## config.mk

```make
export PLATFORM = sky130hd
export DESIGN_NAME = mem_line_arbiter_flat
export DESIGN_NICKNAME = d
export VERILOG_FILES = /design/src/rtl/mem_line_arbiter_if.sv /design/src/rtl/mem_line_arbiter.sv /design/src/flat_wrapper.sv
export SDC_FILE = /design/constraint.sdc
export NUM_CORES = 1
export LEC_CHECK = 0
export CORE_AREA = 5 5 116 118
export DETAILED_ROUTE_END_ITERATION = 7
export DIE_AREA = 0 0 121 123
export PLACE_DENSITY = 0.78
export SLEW_MARGIN = 20
export SYNTH_ARGS = -nofsm -noshare
export SYNTH_HDL_FRONTEND = slang
export SYNTH_SLANG_ARGS = --single-unit
```

## constraint.sdc

```tcl
create_clock -name MEM_CLK -period 1.61 [get_ports MEM_CLK]
set_input_delay 0.161 -clock MEM_CLK [delete_from_list [all_inputs] [get_ports MEM_CLK]]
set_output_delay 0.161 -clock MEM_CLK [all_outputs]
set_load 0.01 [all_outputs]
```

## src/rtl/mem_line_arbiter_if.sv

```systemverilog
// ---------------------------------------------------------------------------
// mem_line_arbiter_if
//
// Bundles every handshake/bus signal around mem_line_arbiter:
//   C1_*  requester port 1 (instruction-cache miss engine)
//   C2_*  requester port 2 (data-cache miss/writeback engine)
//   M_*   word-serial request/acknowledge port to the backing memory
//
// Modports:
//   slave  - the arbiter itself (consumes requests, drives grants and M_*)
//   master - the environment: both cache controllers plus the memory model
// ---------------------------------------------------------------------------
interface mem_line_arbiter_if;

   // requester port 1
   logic        C1_REQ;
   logic        C1_WE;
   logic [31:0] C1_ADDR;
   logic [31:0] C1_WDATA;
   logic        C1_GNT;
   logic [31:0] C1_RDATA;
   logic        C1_RVALID;
   logic        C1_WNEXT;
   logic        C1_DONE;

   // requester port 2
   logic        C2_REQ;
   logic        C2_WE;
   logic [31:0] C2_ADDR;
   logic [31:0] C2_WDATA;
   logic        C2_GNT;
   logic [31:0] C2_RDATA;
   logic        C2_RVALID;
   logic        C2_WNEXT;
   logic        C2_DONE;

   // backing-memory port
   logic        M_EN;
   logic        M_WE;
   logic [31:0] M_ADDR;
   logic [31:0] M_WDATA;
   logic [31:0] M_RDATA;
   logic        M_ACK;

   modport slave (
      input  C1_REQ, C1_WE, C1_ADDR, C1_WDATA,
      input  C2_REQ, C2_WE, C2_ADDR, C2_WDATA,
      input  M_RDATA, M_ACK,
      output C1_GNT, C1_RDATA, C1_RVALID, C1_WNEXT, C1_DONE,
      output C2_GNT, C2_RDATA, C2_RVALID, C2_WNEXT, C2_DONE,
      output M_EN, M_WE, M_ADDR, M_WDATA
   );

   modport master (
      output C1_REQ, C1_WE, C1_ADDR, C1_WDATA,
      output C2_REQ, C2_WE, C2_ADDR, C2_WDATA,
      output M_RDATA, M_ACK,
      input  C1_GNT, C1_RDATA, C1_RVALID, C1_WNEXT, C1_DONE,
      input  C2_GNT, C2_RDATA, C2_RVALID, C2_WNEXT, C2_DONE,
      input  M_EN, M_WE, M_ADDR, M_WDATA
   );

endinterface

```

## src/rtl/mem_line_arbiter.sv

```systemverilog
// ---------------------------------------------------------------------------
// mem_line_arbiter
//
// Shares the single backing-memory port between the instruction-cache miss
// engine (port 1) and the data-cache miss/writeback engine (port 2). Every
// grant covers one whole cache-line burst of WORDS word beats, either a fill
// (read) or a writeback (write). The memory side is word-serial: a beat is
// presented with M_EN and held until M_ACK, so any number of wait states is
// tolerated.
//
// Parameters:
//   WORDS   beats per line burst (power of two, >= 2; 8 = 32-byte line)
//
// Ports:
//   MEM_CLK  clock, all state changes on the rising edge
//   MEM_RST  asynchronous active-high reset
//   bus      mem_line_arbiter_if.slave
//              C1_*/C2_*  request (REQ/WE/ADDR/WDATA in; GNT/RDATA/RVALID/
//                         WNEXT/DONE out)
//              M_*        memory request (EN/WE/ADDR/WDATA out; RDATA/ACK in)
//
// Build option:
//   ARB_ROUND_ROBIN_EN  defined   -> simultaneous requests alternate owners
//                       undefined -> fixed priority, port 2 wins every tie
//
// Timing notes:
//   GNT, DONE, M_EN, M_WE and M_ADDR are decoded from registered state only.
//   RDATA, RVALID, WNEXT and M_WDATA are combinational pass-through paths
//   from M_ACK, M_RDATA and Cx_WDATA, gated by the BURST state so that every
//   output reads zero while reset is applied.
// ---------------------------------------------------------------------------
module mem_line_arbiter #(
   parameter int WORDS = 8
) (
   input  logic              MEM_CLK,
   input  logic              MEM_RST,
   mem_line_arbiter_if.slave bus
);

   localparam int BEAT_W   = $clog2(WORDS);
   // lowest address bit that belongs to the line number
   localparam int LINE_LSB = BEAT_W + 2;
   localparam logic [BEAT_W-1:0] LAST_BEAT = BEAT_W'(WORDS - 1);

   localparam logic [1:0] ST_IDLE  = 2'd0;
   localparam logic [1:0] ST_BURST = 2'd1;
   localparam logic [1:0] ST_DONE  = 2'd2;

   // ------------------------------------------------------------------
   // Requester inputs gathered into per-port arrays (index 0 = port 1)
   // ------------------------------------------------------------------
   logic [1:0]  req;
   logic [1:0]  we_in;
   logic [31:0] addr_in  [2];
   logic [31:0] wdata_in [2];

   assign req         = {bus.C2_REQ, bus.C1_REQ};
   assign we_in       = {bus.C2_WE, bus.C1_WE};
   assign addr_in[0]  = bus.C1_ADDR;
   assign addr_in[1]  = bus.C2_ADDR;
   assign wdata_in[0] = bus.C1_WDATA;
   assign wdata_in[1] = bus.C2_WDATA;

   // The word/byte offset bits of the request address carry no meaning:
   // a burst always starts at the line base.
   logic [2*LINE_LSB-1:0] unused_addr_lo;
   assign unused_addr_lo = {addr_in[1][LINE_LSB-1:0], addr_in[0][LINE_LSB-1:0]};

   // ------------------------------------------------------------------
   // State
   // ------------------------------------------------------------------
   logic [1:0]         state_reg, state_next;
   logic [BEAT_W-1:0]  beat_reg,  beat_next;
   logic               owner_reg, owner_next;  // 0 = port 1, 1 = port 2
   logic               we_reg,    we_next;
   logic [31:LINE_LSB] line_reg,  line_next;

`ifdef ARB_ROUND_ROBIN_EN
   // Port granted most recently; reset value means "port 1 was last",
   // so the very first tie goes to port 2.
   logic               last_reg,  last_next;
`endif

   // ------------------------------------------------------------------
   // Owner selection for the IDLE state
   // ------------------------------------------------------------------
   logic pick;

   always_comb begin
      pick = 1'b0;
      case (req)
         2'b01:   pick = 1'b0;
         2'b10:   pick = 1'b1;
         2'b11: begin
`ifdef ARB_ROUND_ROBIN_EN
            pick = ~last_reg;
`else
            pick = 1'b1;
`endif
         end
         default: pick = 1'b0;
      endcase
   end

   // ------------------------------------------------------------------
   // Next-state logic
   // ------------------------------------------------------------------
   always_comb begin
      state_next = state_reg;
      beat_next  = beat_reg;
      owner_next = owner_reg;
      we_next    = we_reg;
      line_next  = line_reg;
`ifdef ARB_ROUND_ROBIN_EN
      last_next  = last_reg;
`endif
      case (state_reg)
         ST_IDLE: begin
            if (|req) begin
               // WE and ADDR are captured here and never looked at again,
               // so requesters may change them freely once granted.
               owner_next = pick;
               we_next    = we_in[pick];
               line_next  = addr_in[pick][31:LINE_LSB];
               beat_next  = '0;
               state_next = ST_BURST;
`ifdef ARB_ROUND_ROBIN_EN
               last_next  = pick;
`endif
            end
         end
         ST_BURST: begin
            // REQ is not consulted: a started burst always runs all beats.
            if (bus.M_ACK) begin
               beat_next = beat_reg + BEAT_W'(1);
               if (beat_reg == LAST_BEAT) begin
                  state_next = ST_DONE;
               end
            end
         end
         ST_DONE: begin
            state_next = ST_IDLE;
         end
         default: begin
            state_next = ST_IDLE;
         end
      endcase
   end

   always_ff @(posedge MEM_CLK or posedge MEM_RST) begin
      if (MEM_RST) begin
         state_reg <= ST_IDLE;
         beat_reg  <= '0;
         owner_reg <= 1'b0;
         we_reg    <= 1'b0;
         line_reg  <= '0;
      end else begin
         state_reg <= state_next;
         beat_reg  <= beat_next;
         owner_reg <= owner_next;
         we_reg    <= we_next;
         line_reg  <= line_next;
      end
   end

`ifdef ARB_ROUND_ROBIN_EN
   always_ff @(posedge MEM_CLK or posedge MEM_RST) begin
      if (MEM_RST) begin
         last_reg <= 1'b0;
      end else begin
         last_reg <= last_next;
      end
   end
`endif

   // ------------------------------------------------------------------
   // Output decode
   // ------------------------------------------------------------------
   logic in_burst;
   logic in_done;

   assign in_burst = (state_reg == ST_BURST);
   assign in_done  = (state_reg == ST_DONE);

   logic [1:0] gnt;
   logic [1:0] rvalid;
   logic [1:0] wnext;
   logic [1:0] done;

   genvar gi;
   generate
      for (gi = 0; gi < 2; gi++) begin : g_port
         logic own;
         assign own        = (owner_reg == 1'(gi));
         // ownership is held through DONE so the requester sees GNT with DONE
         assign gnt[gi]    = own & (in_burst | in_done);
         assign rvalid[gi] = own & in_burst & bus.M_ACK & ~we_reg;
         assign wnext[gi]  = own & in_burst & bus.M_ACK &  we_reg;
         assign done[gi]   = own & in_done;
      end
   endgenerate

   logic [31:0] rdata;
   assign rdata = in_burst ? bus.M_RDATA : 32'h0;

   assign bus.C1_GNT    = gnt[0];
   assign bus.C1_RVALID = rvalid[0];
   assign bus.C1_WNEXT  = wnext[0];
   assign bus.C1_DONE   = done[0];
   assign bus.C1_RDATA  = rdata;

   assign bus.C2_GNT    = gnt[1];
   assign bus.C2_RVALID = rvalid[1];
   assign bus.C2_WNEXT  = wnext[1];
   assign bus.C2_DONE   = done[1];
   assign bus.C2_RDATA  = rdata;

   assign bus.M_EN    = in_burst;
   assign bus.M_WE    = in_burst & we_reg;
   assign bus.M_ADDR  = in_burst ? {line_reg, beat_reg, 2'b00} : 32'h0;
   assign bus.M_WDATA = in_burst ? wdata_in[owner_reg] : 32'h0;

endmodule

```

## src/flat_wrapper.sv

```systemverilog
// flat-port wrapper written by rule: the top's interface ports become plain ports
module mem_line_arbiter_flat 
#(
   parameter int WORDS = 8
)
  (MEM_CLK, MEM_RST, bus_C1_REQ, bus_C1_WE, bus_C1_ADDR, bus_C1_WDATA, bus_C2_REQ, bus_C2_WE, bus_C2_ADDR, bus_C2_WDATA, bus_M_RDATA, bus_M_ACK, bus_C1_GNT, bus_C1_RDATA, bus_C1_RVALID, bus_C1_WNEXT, bus_C1_DONE, bus_C2_GNT, bus_C2_RDATA, bus_C2_RVALID, bus_C2_WNEXT, bus_C2_DONE, bus_M_EN, bus_M_WE, bus_M_ADDR, bus_M_WDATA);
  mem_line_arbiter_if bus_i ();
  input  logic MEM_CLK;
  input  logic MEM_RST;
  input wire logic [$bits(bus_i.C1_REQ)-1:0] bus_C1_REQ;
  input wire logic [$bits(bus_i.C1_WE)-1:0] bus_C1_WE;
  input wire logic [$bits(bus_i.C1_ADDR)-1:0] bus_C1_ADDR;
  input wire logic [$bits(bus_i.C1_WDATA)-1:0] bus_C1_WDATA;
  input wire logic [$bits(bus_i.C2_REQ)-1:0] bus_C2_REQ;
  input wire logic [$bits(bus_i.C2_WE)-1:0] bus_C2_WE;
  input wire logic [$bits(bus_i.C2_ADDR)-1:0] bus_C2_ADDR;
  input wire logic [$bits(bus_i.C2_WDATA)-1:0] bus_C2_WDATA;
  input wire logic [$bits(bus_i.M_RDATA)-1:0] bus_M_RDATA;
  input wire logic [$bits(bus_i.M_ACK)-1:0] bus_M_ACK;
  output wire logic [$bits(bus_i.C1_GNT)-1:0] bus_C1_GNT;
  output wire logic [$bits(bus_i.C1_RDATA)-1:0] bus_C1_RDATA;
  output wire logic [$bits(bus_i.C1_RVALID)-1:0] bus_C1_RVALID;
  output wire logic [$bits(bus_i.C1_WNEXT)-1:0] bus_C1_WNEXT;
  output wire logic [$bits(bus_i.C1_DONE)-1:0] bus_C1_DONE;
  output wire logic [$bits(bus_i.C2_GNT)-1:0] bus_C2_GNT;
  output wire logic [$bits(bus_i.C2_RDATA)-1:0] bus_C2_RDATA;
  output wire logic [$bits(bus_i.C2_RVALID)-1:0] bus_C2_RVALID;
  output wire logic [$bits(bus_i.C2_WNEXT)-1:0] bus_C2_WNEXT;
  output wire logic [$bits(bus_i.C2_DONE)-1:0] bus_C2_DONE;
  output wire logic [$bits(bus_i.M_EN)-1:0] bus_M_EN;
  output wire logic [$bits(bus_i.M_WE)-1:0] bus_M_WE;
  output wire logic [$bits(bus_i.M_ADDR)-1:0] bus_M_ADDR;
  output wire logic [$bits(bus_i.M_WDATA)-1:0] bus_M_WDATA;
  assign bus_i.C1_REQ = bus_C1_REQ;
  assign bus_i.C1_WE = bus_C1_WE;
  assign bus_i.C1_ADDR = bus_C1_ADDR;
  assign bus_i.C1_WDATA = bus_C1_WDATA;
  assign bus_i.C2_REQ = bus_C2_REQ;
  assign bus_i.C2_WE = bus_C2_WE;
  assign bus_i.C2_ADDR = bus_C2_ADDR;
  assign bus_i.C2_WDATA = bus_C2_WDATA;
  assign bus_i.M_RDATA = bus_M_RDATA;
  assign bus_i.M_ACK = bus_M_ACK;
  assign bus_C1_GNT = bus_i.C1_GNT;
  assign bus_C1_RDATA = bus_i.C1_RDATA;
  assign bus_C1_RVALID = bus_i.C1_RVALID;
  assign bus_C1_WNEXT = bus_i.C1_WNEXT;
  assign bus_C1_DONE = bus_i.C1_DONE;
  assign bus_C2_GNT = bus_i.C2_GNT;
  assign bus_C2_RDATA = bus_i.C2_RDATA;
  assign bus_C2_RVALID = bus_i.C2_RVALID;
  assign bus_C2_WNEXT = bus_i.C2_WNEXT;
  assign bus_C2_DONE = bus_i.C2_DONE;
  assign bus_M_EN = bus_i.M_EN;
  assign bus_M_WE = bus_i.M_WE;
  assign bus_M_ADDR = bus_i.M_ADDR;
  assign bus_M_WDATA = bus_i.M_WDATA;
  mem_line_arbiter #(.WORDS(WORDS)) u_core (.MEM_CLK(MEM_CLK), .MEM_RST(MEM_RST), .bus(bus_i));
endmodule
```

---- Word-level counts from Yosys, hierarchy flattened ----
Cells that the tools add are included.
cells by class
  equality and inequality tests ........... 8
  multiplexer cells ....................... 19
  order comparisons ....................... 3
  add/subtract/negate cells ............... 1
  bitwise operators ....................... 18
  reduce and logical (&&, ||, !) cells .... 7
operators with widths
  cell                   number
  $mux W32               9
  $and A1 B1 Y1          13
  $eq A2 B2 Y1 const B   3
  $mux W2                3
  $mux W3                2
  $pmux W3 S2            1
  $reduce_and A3 Y1      2
  $ge A2 B2 Y1 const B   2
  $ne A2 B2 Y1 const B   2
  $not A1 Y2             2
  $pmux W2 S2            1
  $reduce_or A2 Y1       2
  $add A3 B1 Y3 const B  1
  $eq A3 B3 Y1 const B   1
  $mux W1                3
  $eq A2 B1 Y1 const B   1
  $logic_not A2 Y1       1
  $lt A1 B2 Y1 const B   1
  $ne A2 B1 Y1 const B   1
  $not A1 Y1             2
  $reduce_and A2 Y1      1
  $reduce_bool A2 Y1     1
  $or A1 B1 Y1           1
word-level totals
  input port bits ......................... 167
  output and inout bits ................... 138
  logic and storage cells ................. 61
  register bits ........................... 34

---- Depth between registers and ports, before layout ----
  depth after elaboration ................. 7
  mapped depth ............................ 7
  depth with buffers taken out ............ 5

---- Worst setup path after synthesis ----
OpenSTA, ideal clock, no wires.
  path kind ............................... register -> output
  from .................................... register u_core.state_reg[1]
  to ...................................... output port bus_C2_RDATA[13]
  arrival time ............................ 1.540 ns
  buffers on the path ..................... 4
  setup slack ............................. -0.091 ns
  cell stages (with the launch flop) ...... 8
  required time ........................... 1.449 ns
  path through ............................ dfrtp_1 > inv_1 > ha_1 > buf_4 > buf_2 > clkbuf_2 > and2_1 > buf_4
between the ends
  word-level cells in the longest chain between the ends .. 2
ends and longest elaborated chain
  item                    RTL line                 RTL
  start, declared         mem_line_arbiter.sv:72   logic [1:0] state_reg, state_next;
  start signal, assigned  mem_line_arbiter.sv:158  state_reg <= state_next;
  $eq A2 B1 Y1            mem_line_arbiter.sv:182  assign in_burst = (state_reg == ST_BURST);
  via bus_M_EN            flat_wrapper.sv:30       output wire logic [$bits(bus_i.M_EN)-1:0] bus_M_EN;
  $mux W32                mem_line_arbiter.sv:204  assign rdata = in_burst ? bus.M_RDATA : 32'h0;
  end, declared           flat_wrapper.sv:26       output wire logic [$bits(bus_i.C2_RDATA)-1:0] bus_C2_RDATA;
The timed path passes the listed nets, and every way through them passes these cells.

---- Final worst setup path ----
  from .................................... register u_core.owner_reg, in the netlist u_core.g_port[1].own
  to ...................................... output port bus_M_WDATA[4]
between the ends
  word-level cells in the longest chain between the ends .. 5
ends and longest elaborated chain
  item                                         RTL line                 RTL
  start, declared                              mem_line_arbiter.sv:74   logic owner_reg, owner_next;
  start signal, assigned                       mem_line_arbiter.sv:160  owner_reg <= owner_next;
  $not A1 Y2 (implied by the code)             mem_line_arbiter.sv:221  assign bus.M_WDATA = in_burst ? wdata_in[owner_reg] : 32'h0;
  $mux W32 (implied by the code) (3 in a row)  mem_line_arbiter.sv:221
  $mux W32                                     mem_line_arbiter.sv:221
  end, declared                                flat_wrapper.sv:33       output wire logic [$bits(bus_i.M_WDATA)-1:0] bus_M_WDATA;
Every way passes these cells. The select of a mux whose other input is x is not followed.

==> flow_summary.yaml <==
timing:
  fmax_mhz: 576.1
  hold_viol: 0
  rsz0062_at_grt: "true"
  fin_crit_sh_pct: 107.8
  min_period_ns: 1.736
  fin_ws_ns: -0.1258
  finClkSkew_ns: 0.005184
  setup_viol: 112
  maxSlewViolCount: 0
  setup_tns_ns: -5.318
placement:
  place.gp.congestion: 0.7810
  hpwl_mm: 10.80
  preCtsSetupSlack_ns: -0.2072
  port_buffers: 292
yosys:
  ys_types: 27
  ys_warn_count: 0
  syn_inst: 345
  synth_edf_count: 0
  synth_compound_area_share_pct: 5.785
  synth_simple_gate_area_share_pct: 26.32
  synthArstFlopShare_pct: 100.0
  synth_top_family_by_area: "simple AND/OR/NAND/NOR gates"
  muxShareOfSynthArea_pct: 21.74
  ys.flop_type: "dfrtp_1"
  netlist_area_mm2: 0.003028
  yosysSeqAreaShare_pct: 28.10
  synthAdderAreaFrac_pct: 2.893
  synth.area.top_cells: "dfrtp_1 (28%), mux2i_1 (20%), and2_1 (13%), buf_4 (9.9%), nor2b_1 (7.2%)"
  avgSynthCellArea_um2: 8.777
  yosys.area.top_type_share_pct: 28.10
  synth_xor_area_share_pct: 0
  ys_ff_latch: 34
  synth_largest_area_cell: "dfrtp_1"
critical_path:
  required_ns: 1.45
  critPathMaxFanout: 13
  rrSetupSlack_ns: -0.03
  reg2reg_to: "u_core.beat_reg[0]"
  crit_path_start_kind: "register"
  critPathSlowestCell: "dfrtp_2"
  crit_chain: "buf_12 > mux2i_1 > nor2b_1 > clkdlybuf4s15_2"
  endpoint_kind: "output pin"
  crit_type: "reg -> out"
  timing.rr.start: "u_core.state_reg[1]"
  cp.arrival_ns: 1.57
  cpPeakStageDelay_ns: 0.45
  rr_worst_depth: 7
global_route:
  grt_pass1_vias: 3538
  grt.total_usage_pct: 16.68
  gr-total-overflow: 0
  antenna_found_initial: 0
  grt_max_degree: 45
  grt_first_pass_wirelength_mm: 19.69
cells_and_area:
  syn_to_final_growth_pct: 126.2
  final_nets: 803
  largest_register_ffs: 27
  regArea_um2: 852.1
  drive_gt1_share_pct: 43.97
  multiInputGateArea_mm2: 0.002128
  diodes: 0
  fill_cells: 1054
cts:
  cts_buffers: 5
  cts.sinks: 34
  path_clk_slew_ns: 0.06
  cts_tree: "done"
  htree_levels: 2
  ctsRootBufferMaster: "clkbuf_16"
  hold_buffers: 0
  clock_path_buffers: 2
  clock_latency_ns: 0.27
route:
  drt_wl_total_mm: 14.67
  dr.first_iter.drc_count: 108
  drc: 0
  first_pass_iters: 4
  dr_total_vias: 3429
  ant_nets: 0
  drt-vias-per-instance: 4.276
  wl_per_cell_um: 18.29
floorplan:
  die_width_um: 121
  dieArea_mm2: 0.01488
  rows: 41
  initial_core_util_pct: 24.49
  coreArea_mm2: 0.01236
  ios: 305
  die_h_um: 123
status:
  violations: "setup timing"
  outcome: "finished with violations"
power:
  leakagePower_nw: 3.225
  finalPower_mw: 10.96
  ir_drop_mv: 0.6270
  p_per_area_mw_per_mm2: 1600
hold_path:
  hold_path_class: "in -> async"
job:
  maxCapViolCount: 0
-- logic make-up after synthesis --
group,Yosys count
buffers and inverters,66
and+or+nand+nor,140
DFF,34
adders and majority gates,7
other,1
muxes,65
AOI/OAI and AO/OA,32
-- cell usage after synthesis, types with 2 or more instances --
library cell	instances
mux2_1	2
clkbuf_2	2
mux2i_1	62
buf_4	40
o21ai_0	11
dfrtp_1	34
nor2b_1	35
buf_6	5
and2_1	65
ha_1	7
a21oi_2	2
nor3_1	2
buf_2	2
nor2_1	2
inv_1	6
o21ai_1	17
clkbuf_1	9
nand2_1	33
-- power breakdown --
| group | leakage, nW | internal (mW) | switching [mW] |
|---|---|---|---|
| registers | 0.420 | 1.27 | 0.272 |
| clock network | 0.0739 | 0.613 | 0.342 |
| logic | 2.73 | 4.98 | 3.49 |
| total | 3.23 | 6.86 | 4.10 |
-- metal layers --
layer  track usage (%)  vias up  share of wire, %
li1                  -     1658                 -
met1             19.49     1580                39
met2             30.05      175                52
met3             4.895       16               8.1
met4             4.037        0               1.7
met5                 0        -                 0
-- critical path, delay by kind of cell, from the launching register on --
kind / cells / cell delay, ns
buf+inv: 2 / 0.42
mux: 1 / 0.31
simple gates: 1 / 0.10
flops: 1 / 0.45
-- cells in the final DEF, fill, tap and decap left out, types with 2 or more instances in the layout --
| cell type | count |
|---|---|
| clkdlybuf4s15_2 | 7 |
| ha_1 | 4 |
| nor2b_1 | 15 |
| and2_1 | 20 |
| buf_2 | 35 |
| inv_1 | 4 |
| nor2_1 | 2 |
| ha_4 | 2 |
| conb_1 | 2 |
| nand2_1 | 32 |
| buf_6 | 97 |
| buf_4 | 25 |
| clkbuf_16 | 9 |
| o21ai_1 | 17 |
| mux2i_2 | 2 |
| buf_16 | 3 |
| mux2_4 | 3 |
| nor3_2 | 2 |
| buf_12 | 9 |
| nor2b_4 | 20 |
| clkdlybuf4s50_1 | 155 |
| o21ai_0 | 11 |
| mux2i_4 | 5 |
| dfrtp_1 | 33 |
| and2_4 | 45 |
| mux2i_1 | 55 |
-- through the flow --
| stage | std cells | cell area, um^2 | hold WS (ns) | utilization, % |
|---|---|---|---|---|
| 2_1_floorplan | 346 | 3067 | 0.3026 | - |
| 3_3_place_gp | 771 | 5993 | 0.4538 | 48.48 |
| 3_5_place_dp | 771 | 5993 | 0.4628 | 48.48 |
| 4_1_cts | 794 | 6207 | 0.2907 | 50.21 |
| 5_1_grt | 802 | 6849 | 0.3021 | 55.40 |
| 6_report | 802 | 6849 | 0.2808 | 55.40 |
-- worst max-delay path by stage --
stage                               startpoint               end  slack (ns)  depth (start not counted)
after floorplan            u_core.state_reg[1]  bus_C2_RDATA[21]        0.01                          7
after global placement     u_core.state_reg[1]   bus_M_WDATA[21]       -0.18                          5
after detailed placement   u_core.state_reg[1]   bus_M_WDATA[22]       -0.21                          5
after CTS                  u_core.state_reg[1]   bus_M_WDATA[22]       -0.13                          6
after global routing       u_core.state_reg[1]    bus_M_WDATA[0]       -0.17                          6
final                     u_core.g_port[1].own    bus_M_WDATA[4]       -0.13                          4
-- what timing repair did --
item	in CTS	in global routing
pin swaps	4	24
setup buffers	11	4
cloned	5	6
setup endpoints to repair	140	138
resized for setup	625	126
-- layout make-up --
type                            instances  area share [%]
Tap cell                              172           3.142
Multi-Input combinational cell        246           31.07
Sequential cell                        34           12.44
Clock inverter                          1         0.07307
Timing Repair Buffer                  336           50.82
Clock buffer                            7           2.083
Inverter                                6          0.3654
No activity file was read; power rests on OpenSTA's default activity.
